### config.mk
export PLATFORM = sky130hd
export DESIGN_NAME = snn_spike_count_decoder
export DESIGN_NICKNAME = d
export VERILOG_FILES = /design/src/rtl/snn_pkg.sv /design/src/rtl/snn_spike_count_decoder.sv
export SDC_FILE = /design/constraint.sdc
export NUM_CORES = 1
export LEC_CHECK = 0
export BUFFER_PORTS_ARGS = -buffer_cell sky130_fd_sc_hd__buf_2
export CAP_MARGIN = 5
export CORE_UTILIZATION = 25
export CTS_CLUSTER_DIAMETER = 100
export CTS_CLUSTER_SIZE = 20
export DETAILED_ROUTE_END_ITERATION = 6
export SLEW_MARGIN = 20
export SYNTH_ARGS = -nofsm -noshare
export SYNTH_HDL_FRONTEND = slang
export SYNTH_SLANG_ARGS = --single-unit
### constraint.sdc
create_clock -name clk -period 9.4 [get_ports clk]
set_input_delay 2.82 -clock clk [delete_from_list [all_inputs] [get_ports clk]]
set_output_delay 2.82 -clock clk [all_outputs]
set_load 0.05 [all_outputs]
### src/rtl/snn_pkg.sv
// Shared stream field positions and decoder FSM encodings for the SNN spike pipeline.
package snn_pkg;

  localparam int ID_MSB = 31;
  localparam int ID_LSB = 16;
  localparam int TS_MSB = 47;
  localparam int TS_LSB = 32;

  typedef enum logic [1:0] {
    ST_ACCUM  = 2'd0,
    ST_ARGMAX = 2'd1,
    ST_RESULT = 2'd2
  } dec_state_t;

endpackage

### src/rtl/snn_spike_count_decoder.sv
// Counts spikes per output neuron over a tlast-delimited window, then scans for the argmax.
// Result valid NUM_CLASSES+1 cycles after the tlast beat; tready held low from tlast until the result is taken.
module snn_spike_count_decoder
  import snn_pkg::*;
#(
  parameter int DATA_WIDTH  = 48,
  parameter int NUM_CLASSES = 10,
  parameter int COUNT_WIDTH = 16
) (
  input  logic                   clk,
  input  logic                   reset,
  input  logic                   enable,
  input  logic [DATA_WIDTH-1:0]  s_axis_tdata,
  input  logic                   s_axis_tvalid,
  output logic                   s_axis_tready,
  input  logic                   s_axis_tlast,
  output logic [7:0]             result_class,
  output logic [COUNT_WIDTH-1:0] result_count,
  output logic                   result_valid,
  input  logic                   result_ready,
  output logic [31:0]            window_spikes,
  output logic [31:0]            dropped_spikes,
  output logic                   busy
);

  // One extra code beyond the last class marks "scan finished".
  localparam int SCAN_W = $clog2(NUM_CLASSES + 1);
  localparam logic [COUNT_WIDTH-1:0] CNT_MAX = '1;

  dec_state_t state, state_next;

  logic [COUNT_WIDTH-1:0] counters [NUM_CLASSES];
  logic [SCAN_W-1:0]      scan_idx;
  logic [COUNT_WIDTH-1:0] best;
  logic [7:0]             best_idx;
  logic [COUNT_WIDTH-1:0] scan_val;

  logic [15:0] neuron_id;
  logic        id_in_range;
  logic        beat;
  logic        res_take;
  logic        scan_done;
  logic        unused_fields;

  assign neuron_id     = s_axis_tdata[ID_MSB:ID_LSB];
  assign unused_fields = ^{s_axis_tdata[TS_MSB:TS_LSB], s_axis_tdata[ID_LSB-1:0]};
  assign id_in_range   = neuron_id < 16'(NUM_CLASSES);
  assign beat          = (state == ST_ACCUM) && enable && s_axis_tvalid;
  assign res_take      = (state == ST_RESULT) && enable && result_ready;
  assign scan_done     = scan_idx == SCAN_W'(NUM_CLASSES);

  always_comb begin
    scan_val = '0;
    for (int i = 0; i < NUM_CLASSES; i++) begin
      if (scan_idx == SCAN_W'(i)) scan_val = counters[i];
    end
  end

  always_ff @(posedge clk) begin
    if (reset) state <= ST_ACCUM;
    else       state <= state_next;
  end

  always_comb begin
    state_next    = state;
    s_axis_tready = 1'b0;
    result_valid  = 1'b0;
    busy          = 1'b1;
    case (state)
      ST_ACCUM: begin
        s_axis_tready = enable;
        busy          = 1'b0;
        if (beat && s_axis_tlast) state_next = ST_ARGMAX;
      end
      ST_ARGMAX: begin
        if (enable && scan_done) state_next = ST_RESULT;
      end
      ST_RESULT: begin
        result_valid = 1'b1;
        if (res_take) state_next = ST_ACCUM;
      end
      default: state_next = ST_ACCUM;
    endcase
  end

  always_ff @(posedge clk) begin
    if (reset) begin
      for (int i = 0; i < NUM_CLASSES; i++) counters[i] <= '0;
      window_spikes  <= '0;
      dropped_spikes <= '0;
      result_class   <= '0;
      result_count   <= '0;
      scan_idx       <= '0;
      best           <= '0;
      best_idx       <= '0;
    end else begin
      for (int i = 0; i < NUM_CLASSES; i++) begin
        if (res_take)
          counters[i] <= '0;
        else if (beat && id_in_range && neuron_id == 16'(i) && counters[i] != CNT_MAX)
          counters[i] <= counters[i] + 1'b1;
      end

      if (beat) begin
        window_spikes <= window_spikes + 32'd1;
        if (!id_in_range) dropped_spikes <= dropped_spikes + 32'd1;
        if (s_axis_tlast) begin
          scan_idx <= '0;
          best     <= '0;
          best_idx <= '0;
        end
      end

      // Strict compare keeps the lowest index on ties.
      if (state == ST_ARGMAX && enable) begin
        if (!scan_done) begin
          if (scan_val > best) begin
            best     <= scan_val;
            best_idx <= 8'(scan_idx);
          end
          scan_idx <= scan_idx + 1'b1;
        end else begin
          result_class <= best_idx;
          result_count <= best;
        end
      end

      if (res_take) window_spikes <= '0;
    end
  end

endmodule

# Yosys cells after proc, flatten, opt, wreduce, memory -nomap -nowiden
# Memories as Yosys holds them, arrays and structs flattened.
# Cells that the tools add are included.
# totals
word_cells,210
latchBits,0
out_inout_bits,91
mem_count,1
regBits,118
in_bits,54
ram_bits,160
romBits,0
# mem_list
name,depth,word_bits,read_ports,rd_ports_with_merged_regs,write_ports,line_no,text
counters,10,16,10,0,10,snn_spike_count_decoder.sv:32,logic [COUNT_WIDTH-1:0] counters [NUM_CLASSES];
# op_classes
n_eq_ne,34
muxes,96
n_div,0
n_reduce_logical,35
magnitude_cmp,2
bitwise,21
n_addsub,13
n_mul,0
shifts,0
# op_table
cell,n
$mux 16,35
$add 16x1->16 const B,10
$ne 16x16->1 const B,10
$add 32x1->32 const B,2
$eq 16x3->1 const B,4
$mux 1,48
$mux 8,5
$eq 16x2->1 const B,2
$eq 16x4->1 const B,2
$logic_and 1x1->1,28
$or 1x1->1,20
$eq 16x1->1 const B,1
$eq 4x3->1 const B,4
$gt 16x16->1,1
$logic_not 16->1,1
$lt 16x4->1 const B,1
$mux 4,4
$eq 4x4->1 const B,3
$eq 4x2->1 const B,2
$mux 2,3
$pmux 2 s3,1
$add 4x1->4 const B,1
$eq 4x1->1 const B,1
$logic_not 4->1,1
9 further kinds,11

# Logic depth before layout (Yosys ltp)
# Gate-level depths: netlist of run 1.
# logic_depth
depth_word,15
depth_mapped,17
ltp_nobuf,13

# Least setup slack after synthesis of run 1
# No wires, ideal clock.
# synth_timing
path_type,input-to-output
startpoint,input port enable
endpoint,output port s_axis_tready
path_buffers,0
t_required_ns,6.580
cell_stages,2
path_slack_ns,3.072
arrival_time_ns,3.508
path_cell_list,inv_1 nor2_1
# synth_via
elab_chain_cells,1
# synth_rtl
element,line_no,text
"start, declared",snn_spike_count_decoder.sv:12,"input logic enable,"
$mux 1,snn_spike_count_decoder.sv:69,case (state)
"end, declared",snn_spike_count_decoder.sv:15,"output logic s_axis_tready,"
# No other way between the ends.

# Worst setup path in the final report of run 1
# Ends and elaborated chain as after synthesis.

==> results.yml, run 1 <==
global_route:
  number_of_global_route_vias_before_repair: 12100
  first_pass_grt_wire_length_um: 66100
  track_usage: 0.129
  grt_start_max_net_pins: 78
  overflow: 0
  grt_antenna_before_repair: 2
clock_tree:
  post_cts_buffers: 0
  post_cts.resized_instances: 0
  clock_latency_ps: 520
  clock-root-buffer: "clkbuf_16"
  cts_hold_repair.buffers: 0
  clock_sinks: 278
  tritoncts_clock_tree: "built"
  cts_buffer_depth: 3
  clk_pin_slew_ps: 80
  cts_made_buffers: 17
  htree_num_levels: 1
floorplan:
  io-pin-count: 145
  die_extent_in_y_um: 251
  die_width_um: 251
  fp.coreArea_um2: 60800
  floorplan.rows: 90
  die_area_um2: 62900
  initial_utilization: 0.255
route:
  route.antenna.remaining_nets: 0
  drt-wirelength-per-cell_um: 16.3
  num_vias: 12800
  vias_per_cell: 5.00
  drt-pass1-iter-count: 5
  remaining_drc_errors: 0
  detail_route.iter0.violations: 1064
  postRouteWirelength_um: 41800
synth:
  syn_inst: 1706
  netlist_area_um2: 15500
  post-synth-top-area-cell: "edfxtp_1"
  synth_largest_type_area_fraction: 0.310
  postSynth.asyncResetShare: 0
  avgSynthCellArea_um2: 9.08
  synth_common_cells: "nor2_1 (249), nand2_1 (166), edfxtp_1 (160)"
  seq_area_frac_synth: 0.463
  synthesis.nets: 1792
  most_used_dff_post_synth: "edfxtp_1"
  post_synth_cell_types: 65
  synth_edf_count: 160
  ys_warn_count: 0
  synthMostInstantiatedCell: "nor2_1"
  synth.ff_latch_count: 278
  synth_area_leaders: "edfxtp_1 (31%), dfxtp_1 (15%), nor2_1 (6.0%)"
timing:
  setup_total_negative_slack_ps: 0
  finalSetupViolCount: 0
  rsz0062_at_grt: "false"
  timing.clock.skew_ps: 21.9
  worst_pin_slew_ps: 954
  period_needed_ps: 6270
  worst_slew_margin_rel: 0.364
  report.final.slew_viol_count: 0
  report.final.hold_viol_count: 0
  fmax_mhz: 159
  final_min_period_over_clock_period: 0.667
setup_path:
  critPathRequiredTime_ps: 6580
  arrival_ps: 3450
  crit_path_end_kind: "output port"
  critical_path.startpoint_type: "primary input"
  worstSetupPathType: "primary input to output port"
  crit-reg2reg-launch: "scan_idx[0]"
  register_to_register_setup_slack_ps: 4450
  critical_path.startpoint: "enable"
  maximum_fanout_along_the_worst_path: 6
run:
  max-cap-violations: 0
placed_design:
  detailed_place_hpwl_um: 30900
  io_buffers: 112
  routabilityCongestion: 0.896
worst_hold_path:
  hold_class: "flop to flop"
  min-delay-start: "result_class[2]"
final_layout:
  area_delta_synth_final_pct: 11.8
  post_layout_net_count: 1857
  diodes: 0
  post_route_cells_drive_above_1_share: 0.0944
power:
  finalPower_w: 0.00226
  power_leakage_nw: 5.91
  worst_ir_drop_vdd_mv: 0.112
  total_power_per_unit_cell_area_nw_per_um2: 130
outcome:
  status: "complete, no violations"
layout by cell type (no fill, tap or decap), types with 14 or more instances in the layout:
cell type  count
and4_1        22
nand3_1       87
nand2_1      166
buf_2        112
nor3b_1       20
nand3b_1      19
and3_1        41
and2_1        19
inv_1         69
xnor2_1       80
nor2_1       249
a21oi_1      102
dfxtp_1      118
buf_4         14
nand4_1       60
nand2b_1      22
edfxtp_1     160
nor4_1        17
ha_1          30
nor3_1        21
clkbuf_16     17
a211oi_1      16
a221oi_1      17
xor2_1        99
o21ai_0       39
or3_1         19
final cells by class:
| type | count | area, um^2 |
|---|---|---|
| fillers | 6458 | 43500 |
| multi-input cells | 1278 | 7760 |
| flip-flops and latches | 278 | 7170 |
| well taps | 782 | 978 |
| repair buffers | 127 | 673 |
| clock buffers | 28 | 477 |
| inverters | 69 | 259 |
metrics by stage:
step / hold WS [ps] / utilization / setup WS (ps) / area [um^2] / std cells
floorplan: 427 / - / 3070 / 15500 / 1706
CTS: 459 / 0.285 / 3130 / 17300 / 2561
global placement: 441 / 0.277 / 2890 / 16800 / 2533
detailed placement: 445 / 0.277 / 2830 / 16800 / 2533
global route: 476 / 0.285 / 3080 / 17300 / 2562
finish: 455 / 0.285 / 3130 / 17300 / 2562
where the power goes:
| part | total (W) | internal, W | switching (W) |
|---|---|---|---|
| Clock | 0.000762 | 0.000350 | 0.000412 |
| Sequential | 0.00135 | 0.00131 | 0.0000379 |
| Combinational | 0.000147 | 0.0000497 | 0.0000977 |
| Total | 0.00226 | 0.00171 | 0.000548 |
cell families (layout without fill, tap and decap cells):
family | Yosys count | count (layout) | synth area share
multiplexers | 8 | 8 | 0.00517
AND/OR/NAND/NOR | 803 | 803 | 0.262
XOR/XNOR | 179 | 179 | 0.101
AO/OA/AOI/OAI | 256 | 256 | 0.106
adder cells (fa/ha/maj) | 32 | 32 | 0.0259
buffers and inverters | 150 | 224 | 0.0372
flip-flops | 278 | 278 | 0.463
flip-flops by register name, indices dropped and copies added, names as in the netlist:
| name | count |
|---|---|
| best | 16 |
| result_class | 8 |
| result_count | 16 |
| best_idx | 8 |
| scan_idx | 4 |
| dropped_spikes | 32 |
| counters | 160 |
| window_spikes | 32 |
| state | 2 |
metal layers:
layer  GRT usage  share of wire  up-vias
met2       0.215           0.46      371
met4      0.0364          0.027        2
met1       0.172           0.45     6175
li1            -              -     6209
met5           0        0.00029        -
met3      0.0206          0.060       65
worst paths after layout:
check | endpoint | cells after the start
setup / recovery | s_axis_tready | 4
hold / removal | result_class[2] | 2
setup reg to reg | best_idx[0] | 13
hold reg to reg | result_class[2] | 2
worst max-delay path: stages:
cell and delay, ps:
buf_2 130, inv_1 70, nor2_1 140, buf_2 280
No activity file was read; power rests on OpenSTA's default activity.
==> run 2, diff against run 1 <==
==> constraint.sdc (replaced) <==
create_clock -name clk -period 6.1 [get_ports clk]
set_input_delay 1.83 -clock clk [delete_from_list [all_inputs] [get_ports clk]]
set_output_delay 1.83 -clock clk [all_outputs]
set_load 0.05 [all_outputs]
==> results.yml, run 2 (synthesized netlist as in run 1, its figures left out) <==
outcome:
  status: "complete, no violations"
placed_design:
  place.detailed.instances: 2548
  placed_area_um2: 16900
  routabilityCongestion: 0.962
  io_buffers: 112
  pre_cts_ws_ps: 1380
  detailed_place_hpwl_um: 31600
final_layout:
  fin_util: 0.286
  finalNonFillerCells: 2575
  max_flop_register: "counters"
  layout.cells.most_common_list: "nor2_1 (249), nand2_1 (166), edfxtp_1 (160)"
  area_delta_synth_final_pct: 12.4
  post_route_cells_drive_above_1_share: 0.100
  post_layout_net_count: 1871
  layout.cells.most_common: "nor2_1"
  diodes: 0
  multi_input_area_um2: 7760
  largest_register_ffs: 160
  filler_cell_count: 6446
  final-seq-area_um2: 7170
  top_regs: "counters x160, dropped_spikes x32, window_spikes x32"
  design_area_um2: 17400
timing:
  final_min_period_over_clock_period: 0.775
  timing.clock.skew_ps: 16.1
  setup_total_negative_slack_ps: 0
  fmax_mhz: 211
  final.setup.worst_slack_ps: 1370
  period_needed_ps: 4730
  rsz0062_at_grt: "false"
  finalSetupViolCount: 0
  worst_slew_margin_rel: 0.433
  report.final.hold_viol_count: 0
  report.final.slew_viol_count: 0
  worst_pin_slew_ps: 843
clock_tree:
  tritoncts_clock_tree: "built"
  htree_num_levels: 1
  clock-root-buffer: "clkbuf_16"
  cts_buffer_depth: 3
  clock_latency_ps: 520
  post_cts_buffers: 0
  cts_made_buffers: 17
  clock_sinks: 278
  clk_pin_slew_ps: 90
  post_cts.resized_instances: 0
  cts_hold_repair.buffers: 0
run:
  max-cap-violations: 0
route:
  drt-wirelength-per-cell_um: 16.4
  detail_route.iter0.violations: 1342
  vias_per_cell: 5.01
  remaining_drc_errors: 0
  postRouteWirelength_um: 42200
  drt-pass1-iter-count: 5
  num_vias: 12900
  route.antenna.remaining_nets: 0
floorplan:
  die_width_um: 251
  io-pin-count: 145
  initial_utilization: 0.255
  die_extent_in_y_um: 251
  die_area_um2: 62900
  floorplan.rows: 90
  fp.coreArea_um2: 60800
global_route:
  overflow: 0
  first_pass_grt_wire_length_um: 66900
  grt_start_max_net_pins: 77
  number_of_global_route_vias_before_repair: 12200
  track_usage: 0.130
  grt_antenna_before_repair: 2
power:
  power_leakage_nw: 5.97
  total_power_per_unit_cell_area_nw_per_um2: 200
  worst_ir_drop_vdd_mv: 0.126
worst_hold_path:
  hold_class: "flop to flop"
setup_path:
  critPathRequiredTime_ps: 6540
  critical_path.startpoint_type: "flop"
  maximum_fanout_along_the_worst_path: 22
  arrival_ps: 5170
  worstSetupPathType: "flop to flop"
  crit_path_end_kind: "flop"
[run 2: final cells by class]
class	instances	share of cell area
Clock buffer	26	0.0264
Clock inverter	1	0.000216
Inverter	69	0.0149
Multi-Input combinational cell	1278	0.446
Sequential cell	278	0.412
Tap cell	782	0.0562
Timing Repair Buffer	141	0.0447
[run 2: worst paths after layout]
kind	from	end	slack (ps)	cells after the start
worst min register to register	result_class[3]	result_class[3]	460	2
worst min-delay path	result_class[3]	result_class[3]	460	2
worst max register to register	scan_idx[0]	best_idx[1]	1370	13
worst max-delay path	scan_idx[0]	best_idx[1]	1370	13
[run 2: layer usage]
layer | track usage | vias to the layer above | share of wire
met1 | 0.177 | 6215 | 0.45
met5 | 0 | - | 0.00064
met2 | 0.209 | 375 | 0.45
li1 | - | 6219 | -
met4 | 0.0341 | 4 | 0.026
met3 | 0.0239 | 76 | 0.067
[run 2: where the power goes]
part           switching, W  internal (W)
combinational      0.000152     0.0000794
sequential        0.0000586       0.00202
clock              0.000642      0.000523
total              0.000853       0.00262
[run 2: critical path: stages (launching register included)]
cell,delay [ps]
dfxtp_1,470
inv_1,100
ha_1,500
buf_4,300
nor3b_1,590
a211oi_1,220
a31oi_1,300
o22ai_1,240
ha_1,260
a211o_1,270
o41ai_1,510
a211o_1,350
buf_4,320
mux2i_1,210
[run 2: stage by stage]
| stage | power, W | hold WS (ps) |
|---|---|---|
| after floorplan | 0.00225 | 427 |
| after global placement | 0.00234 | 441 |
| after detailed placement | 0.00235 | 448 |
| after CTS | 0.00351 | 460 |
| after global routing | 0.00359 | 478 |
| final | 0.00347 | 456 |
==> run 3, diff against run 2 <==
==> constraint.sdc (replaced) <==
create_clock -name clk -period 4.2 [get_ports clk]
set_input_delay 1.26 -clock clk [delete_from_list [all_inputs] [get_ports clk]]
set_output_delay 1.26 -clock clk [all_outputs]
set_load 0.05 [all_outputs]
==> results.yml, run 3 (synthesized netlist as in run 1, its figures left out) <==
route:
  detail_route.iter0.violations: 1154
  drt-wirelength-per-cell_um: 16.3
  drt-pass1-iter-count: 5
  vias_per_cell: 5.02
  num_vias: 13200
  postRouteWirelength_um: 43000
  route.antenna.remaining_nets: 0
  remaining_drc_errors: 0
clock_tree:
  clock_sinks: 278
  clock-root-buffer: "clkbuf_16"
  tritoncts_clock_tree: "built"
  clk_pin_slew_ps: 100
  clock_latency_ps: 540
  htree_num_levels: 1
  cts_made_buffers: 17
  cts_buffer_depth: 3
  post_cts_buffers: 0
final_layout:
  filler_cell_count: 6386
  layout.cells.most_common: "nor2_1"
  post_layout_net_count: 1926
  area_delta_synth_final_pct: 15.6
  diodes: 0
  design_area_um2: 17900
  layout.cells.most_common_list: "nor2_1 (249), nand2_1 (166), edfxtp_1 (160)"
  multi_input_area_um2: 7800
  max_flop_register: "counters"
  top_regs: "counters x160, dropped_spikes x32, window_spikes x32"
  largest_register_ffs: 160
  post_route_cells_drive_above_1_share: 0.131
  finalNonFillerCells: 2632
  final-seq-area_um2: 7170
global_route:
  grt_antenna_before_repair: 1
  overflow: 0
  met2_usage_in_global_routing: 0.214
  grtUsageMet1: 0.187
  track_usage: 0.134
  grt-busiest-layer: "met2"
  first_pass_grt_wire_length_um: 69000
  grt_start_max_net_pins: 68
  met3_track_utilization_from_global_routing: 0.0185
  number_of_global_route_vias_before_repair: 12300
timing:
  period_needed_ps: 3940
  final_min_period_over_clock_period: 0.938
  final.setup.worst_slack_ps: 262
  report.final.hold_viol_count: 0
  timing.clock.skew_ps: 25.2
  finalSetupViolCount: 0
  rsz0062_at_grt: "false"
  setup_total_negative_slack_ps: 0
  fmax_mhz: 254
  report.final.slew_viol_count: 0
  worst_pin_slew_ps: 870
  worst_slew_margin_rel: 0.415
  hold_slack_ps: 456
placed_design:
  io_buffers: 112
  pre_cts_ws_ps: 68.2
  placed_area_um2: 17400
  place.detailed.instances: 2603
  detailed_place_hpwl_um: 32100
  routabilityCongestion: 0.968
floorplan:
  die_area_um2: 62900
  fp.coreArea_um2: 60800
  io-pin-count: 145
  die_extent_in_y_um: 251
  die_width_um: 251
  initial_utilization: 0.255
  floorplan.rows: 90
setup_path:
  worst-path-stages: 16
  register_to_register_setup_slack_ps: 260
  path_cells: "inv_1, ha_1, buf_12, o21ai_1, buf_4, a21oi_1, o221ai_1, o21ai_0, ha_1, nand4_1, a21oi_1, o41ai_1, buf_4, a211o_1, buf_4, o32a_1"
  r2r.worst_path.cells: 16
  arrival_ps: 4360
  crit_path_end_kind: "flop"
  critical_path.n_buffers_inverters: 5
  cp_common_cell: "buf_4"
  regToRegEndpoint: "best[5]"
  maximum_fanout_along_the_worst_path: 38
  crit-reg2reg-launch: "scan_idx[0]"
  worstSetupPathType: "flop to flop"
  worst_path_dominant_cell_family: "compound AO/OA/AOI/OAI gates"
  cp_slowest_stage_delay_ps: 430
  cp_slowest_cell: "dfxtp_2"
  critical_path.startpoint_type: "flop"
  critPathRequiredTime_ps: 4620
run:
  max-cap-violations: 0
power:
  worst_ir_drop_vdd_mv: 0.192
  clockPowerShare: 0.339
  cellInternalPower_w: 0.00386
  power_share_of_the_sequential_group: 0.588
  power_leakage_nw: 6.27
  p_sw_w: 0.00127
  total_power_per_unit_cell_area_nw_per_um2: 287
  swShare: 0.247
  pwr-share-comb: 0.073
worst_hold_path:
  min_path_cells: 2
  hold_path_end: "result_count[14]"
  min-delay-start: "result_count[14]"
  hold_class: "flop to flop"
outcome:
  status: "complete, no violations"
==> run 3: changes by cell type in the layout (fill, tap and decap cells not counted), moves of 2 or more <==
cell     before  now
buf_4        29   83
o31ai_1      12   10
ha_4          0    2
ha_2          2    0
o31ai_2       0    2
==> run 3: power by group through the flow <==
stage | sequential, W | clock (W) | combinational, W
2_1_floorplan | 0.00306 | 0 | 0.000215
3_3_place_gp | 0.00307 | 0 | 0.000361
3_5_place_dp | 0.00307 | 0 | 0.000367
4_1_cts | 0.00301 | 0.00180 | 0.000369
5_1_grt | 0.00302 | 0.00189 | 0.000409
6_report | 0.00301 | 0.00174 | 0.000375
==> run 3: final cells by class <==
cell class	count	share of cell area
clock buffer	28	0.0266
clock inverter	1	0.000489
inverter	69	0.0145
multi-input combinational	1278	0.436
sequential	278	0.400
tap	782	0.0547
timing repair buffer	196	0.0672
==> run 3: tightest hold or removal path, delay by kind of cell (launching register included) <==
family,cells,cell delay [ps]
flops,1,320
simple gates,1,50
compound gates,1,50
==> run 3: metrics by stage <==
| stage | util | power, W |
|---|---|---|
| 3_5_place_dp | 0.286 | 0.00344 |
| 2_1_floorplan | - | 0.00327 |
| 4_1_cts | 0.293 | 0.00518 |
| 3_3_place_gp | 0.286 | 0.00343 |
| 6_report | 0.294 | 0.00513 |
| 5_1_grt | 0.294 | 0.00532 |
==> run 3: repair_timing <==
item                                    in CTS  in global routing
hold buffers                                 0                  0
endpoints found under the setup margin       0                 24
gates resized for setup                      0                  9
==> run 3: metal layers <==
layer | wire length [um] | up-vias
met2 | 19400 | 420
li1 | - | 6351
met3 | 2720 | 72
met4 | 1240 | 2
met5 | 13 | -
met1 | 19600 | 6375
==> run 3: worst max path at each step <==
stage,start,end,slack [ps]
floorplan,scan_idx[0],best_idx[5],600
CTS,scan_idx[0],best_idx[1],30
global placement,scan_idx[0],best_idx[5],160
detailed placement,scan_idx[0],best_idx[1],70
finish,scan_idx[0],best[5],260
global route,scan_idx[2],best_idx[1],10
